## src/rtl/shift_seq_ctrl.sv

```systemverilog
// Sequencer for a shared shift register: accepts a shift request, steers the entry mux,
// loads the operand, issues one shift command, then pulses done.
//
//   state | meaning
//   IDLE  | waiting for start; request fields latched on acceptance
//   LOAD  | load shift register from entry mux (latched select)
//   SHIFT | apply latched command with latched distance for one cycle
//   DONE  | result valid, done pulse; start ignored here
module shift_seq_ctrl #(
  parameter int LUI_AMT = 16
) (
  input  logic       clk,
  input  logic       reset,
  input  logic       start,
  input  logic [2:0] op,
  input  logic [4:0] shamt,
  input  logic [4:0] rs_amt,
  output logic [1:0] EntryCtrl,
  output logic [2:0] ShiftCtrl,
  output logic [4:0] ShiftN,
  output logic       busy,
  output logic       done,
  output logic       err
);

  typedef enum logic [1:0] {
    IDLE  = 2'd0,
    LOAD  = 2'd1,
    SHIFT = 2'd2,
    DONE  = 2'd3
  } state_t;

  localparam logic [31:0] LUI_FULL  = LUI_AMT;
  localparam logic [4:0]  LUI_SHAMT = LUI_FULL[4:0];

  localparam logic [2:0] CMD_HOLD  = 3'b000;
  localparam logic [2:0] CMD_LOAD  = 3'b001;
  localparam logic [2:0] CMD_LEFT  = 3'b010;
  localparam logic [2:0] CMD_RLOG  = 3'b011;
  localparam logic [2:0] CMD_RARI  = 3'b100;

  localparam logic [1:0] SEL_IR = 2'b00;
  localparam logic [1:0] SEL_B  = 2'b01;

  state_t     state, state_nxt;
  logic [2:0] cmd_q, cmd_nxt;
  logic [4:0] amt_q, amt_nxt;
  logic [1:0] sel_q, sel_nxt;
  logic       err_q, err_nxt;
  logic       req_legal, req_illegal;

  assign req_legal   = (state == IDLE) && start && (op != 3'b111);
  assign req_illegal = (state == IDLE) && start && (op == 3'b111);

  always_ff @(posedge clk or negedge reset) begin
    if (!reset) begin
      state <= IDLE;
      cmd_q <= '0;
      amt_q <= '0;
      sel_q <= '0;
      err_q <= 1'b0;
    end else begin
      state <= state_nxt;
      cmd_q <= cmd_nxt;
      amt_q <= amt_nxt;
      sel_q <= sel_nxt;
      err_q <= err_nxt;
    end
  end

  // Request decode; registers only move on a legal acceptance.
  always_comb begin
    cmd_nxt = cmd_q;
    amt_nxt = amt_q;
    sel_nxt = sel_q;
    err_nxt = req_illegal;
    if (req_legal) begin
      case (op)
        3'b000, 3'b011, 3'b110: cmd_nxt = CMD_LEFT;
        3'b001, 3'b100:         cmd_nxt = CMD_RLOG;
        default:                cmd_nxt = CMD_RARI;
      endcase
      case (op)
        3'b000, 3'b001, 3'b010: amt_nxt = shamt;
        3'b110:                 amt_nxt = LUI_SHAMT;
        default:                amt_nxt = rs_amt;
      endcase
      sel_nxt = (op == 3'b110) ? SEL_IR : SEL_B;
    end
  end

  always_comb begin
    state_nxt = state;
    case (state)
      IDLE:    if (req_legal) state_nxt = LOAD;
      LOAD:    state_nxt = (amt_q == 5'd0) ? DONE : SHIFT;
      SHIFT:   state_nxt = DONE;
      DONE:    state_nxt = IDLE;
      default: state_nxt = IDLE;
    endcase
  end

  always_comb begin
    EntryCtrl = SEL_IR;
    ShiftCtrl = CMD_HOLD;
    ShiftN    = 5'd0;
    busy      = 1'b0;
    done      = 1'b0;
    err       = err_q;
    case (state)
      LOAD: begin
        EntryCtrl = sel_q;
        ShiftCtrl = CMD_LOAD;
        busy      = 1'b1;
      end
      SHIFT: begin
        ShiftCtrl = cmd_q;
        ShiftN    = amt_q;
        busy      = 1'b1;
      end
      DONE: begin
        busy = 1'b1;
        done = 1'b1;
      end
      default: ;
    endcase
  end

endmodule

```

## config.mk

```make
export PLATFORM = sky130hd
export DESIGN_NAME = shift_seq_ctrl
export DESIGN_NICKNAME = d
export VERILOG_FILES = /design/src/rtl/shift_seq_ctrl.sv
export SDC_FILE = /design/constraint.sdc
export NUM_CORES = 1
export LEC_CHECK = 0
export CORE_MARGIN = 1
export CORE_UTILIZATION = 46
export CTS_CLUSTER_DIAMETER = 30
export CTS_CLUSTER_SIZE = 30
export DETAILED_ROUTE_END_ITERATION = 8
export GPL_ROUTABILITY_DRIVEN = 0
export PLACE_DENSITY = 0.82
export SETUP_SLACK_MARGIN = 0.5
export SLEW_MARGIN = 20
export SYNTH_ARGS = -nofsm -noshare
export SYNTH_HDL_FRONTEND = slang
export SYNTH_SLANG_ARGS = --single-unit
```

## constraint.sdc

```tcl
create_clock -name clk -period 2.56 [get_ports clk]
set_input_delay 0.512 -clock clk [delete_from_list [all_inputs] [get_ports clk]]
set_output_delay 0.512 -clock clk [all_outputs]
set_load 0.02 [all_outputs]
```

==> results.cfg <==
[floorplanning]
die_h_um = 43.53
die_w_um = 43.53
rows = 14
initial_core_util_pct = 50.88
core_mm2 = 0.001559
ios = 29
die-area_mm2 = 0.001894

[synthesis]
ys_seq_area_share_pct = 37.85
synth-seq-cells = 12
async_flop_share_pct = 100.0
synth_ff_type = dfrtp_1
synthesis.instances = 75
synth.cell_area_um2 = 793.3
yosys-top-cells-area = dfrtp_1, mux2_4, ha_1
syn_nets = 96
avgSynthCellArea_um2 = 10.58
synth_top_cell_area_share_pct = 37.85
synth_edf_count = 0
yosysTopAreaCell = dfrtp_1
synth.distinct_cells = 31
yosys_warnings = 0

[drt]
wl_per_cell_um = 13.40
top_layer = met3
drcViolationCount = 2
wl_met1_um = 671
via_per_inst = 5.331
wl_met3_um = 59
via_count = 629
drtIter0Drc = 16
detail_route.wirelength_um = 1581
final_antenna_net_count = 0
dr_wl_met2_um = 851
drt-pass1-iter-count = 6

[run_status]
violations = DRC
status = finished, violations left

[layout]
layout-drive-gt1-share_pct = 14.71
mostFrequentLayoutCell = clkdlybuf4s50_1
area_growth_pct = 35.96
diodes = 0
fin_nets = 125
postLayoutCellArea_mm2 = 0.001079
n_fill_cell = 138
instances_no_fill = 118
layout_common_cells = clkdlybuf4s50_1, dfrtp_1, and2_1, dlygate4sd2_1

[clocking]
clkTransAtPathRegs_ps = 60
ctsHoldBuffers = 0
worstSkewPairLatency_ps = 270
root_buffer = clkbuf_4
clockBufferDepth = 2
cts_tree = built
clock-sinks = 12
cts_buffers = 3
h-tree-depth = 1

[setup_path]
endpoint_kind = output pin
cp.required_ps = 2050
worstPathArrival_ps = 1460
cp_slowest_cell = dfrtp_1
cpPeakStageDelay_ps = 410
path_class = reg2out
cp_max_fo = 8
critical_path.cell_chain = inv_2, ha_4, and2_1, dlygate4sd2_1
cp-startpoint = state[0]
r2r_start = state[0]
cp-start-kind = flip-flop

[place]
pre_cts_ws_ps = 360.8
placed_cell_area_mm2 = 0.001049
numPortBuffers = 27
dp.cells = 114
place_hpwl_um = 1193

[flow_run]
drv_cap = 0

[sta]
final-hold-violation-count = 0
fmax_mhz = 508.3
final_max_slew_viol_count = 0
post-route-worst-setup-slack_ps = 592.7
fin_crit_sh_pct = 76.85
finalCriticalPeriod_ps = 1967
maxSlewHeadroom_pct = 62.39
fin_setup_tns_ps = 0
finalSetupViolCount = 0
grt_setup_unrepaired = no
finalClockSkew_ps = 0.8811
tightest_slew_ps = 562.4

[global_route]
grt_use_total_pct = 18.90
grt_overflow = 0
grt_pass1_wl_um = 2525
grt_pass1_vias = 586
grt_max_degree = 13
antenna_found_initial = 0

[hold_path]
hold_path.class = reg2reg
hp-start = cmd_q[1]

[power]
ir_worst_vdd_uv = 567.6
power.leakage_nw = 0.5258
power_density_mw_per_mm2 = 964.0
finalPower_mw = 1.040
[what timing repair did]
| action | 4_1_cts | 5_1_grt |
|---|---|---|
| setup endpoints to repair | 10 | 3 |
| resized for setup | 13 | 4 |
| buffers inserted | 1 | 0 |
[path summary, 6_finish.rpt]
check | endpoint | slack, ps | depth (start not counted)
hold reg to reg | cmd_q[1] | 470 | 1
max in group asynchronous | amt_q[3] | 1590 | 1
setup / recovery | ShiftN[4] | 590 | 4
min in group asynchronous | state[1] | 610 | 1
hold / removal | cmd_q[1] | 470 | 1
setup reg to reg | amt_q[4] | 770 | 5
[cell usage after synthesis, types with 2 or more instances]
cell type,count
mux2_4,5
buf_6,2
a21o_1,2
a22o_1,4
nand3_1,3
and2_1,8
o31ai_1,2
ha_1,5
nor2_1,2
a21oi_1,3
nor2b_1,2
dfrtp_1,12
inv_1,6
nand2_1,2
[area by class of cell]
type	count	area [um2]	share of cell area, %
multi-input combinational	53	447.9	41.53
sequential	12	300.3	27.84
timing repair buffer	28	265.3	24.59
clock buffer	3	22.52	2.088
inverter	6	22.52	2.088
tap	16	20.02	1.856
[routing by layer]
metal  GRT usage, %  vias up
li1               -      321
met1          19.31      292
met2          36.06       16
met3          7.500        0
met4          3.750        0
met5              0        -
[worst max-delay path, delay by kind of cell (launching register included)]
family	cells	cell delay, ps
fa+ha+maj	1	190
flops	1	410
buf+inv	2	450
simple gates	1	130
[state kept, by name, summed over array words and instances, names as in the netlist]
| signal | flops |
|---|---|
| amt_q | 5 |
| sel_q | 1 |
| err | 1 |
| state | 2 |
| cmd_q | 3 |
[kinds of logic after synthesis]
group / count (synthesis) / synth area share [%]
compound gates: 16 / 15.30
fa+ha+maj: 5 / 7.886
buf+inv: 10 / 7.255
flops: 12 / 37.86
mux: 7 / 12.30
other cells: 1 / 0.4727
simple gates: 24 / 18.93
[power by group]
part / switching (mW) / internal [mW] / total [mW]
logic: 0.294 / 0.300 / 0.594
clock network: 0.0555 / 0.0544 / 0.110
registers: 0.0565 / 0.279 / 0.335
[per-stage QoR]
stage / hold WS (ps) / utilization (%)
final: 470.7 / 69.18
after global routing: 508.0 / 69.18
after CTS: 476.3 / 69.18
after detailed placement: 460.5 / 67.26
after global placement: 458.5 / 67.26
after floorplan: 216.4 / -
Power figures use the tool's default switching activity.
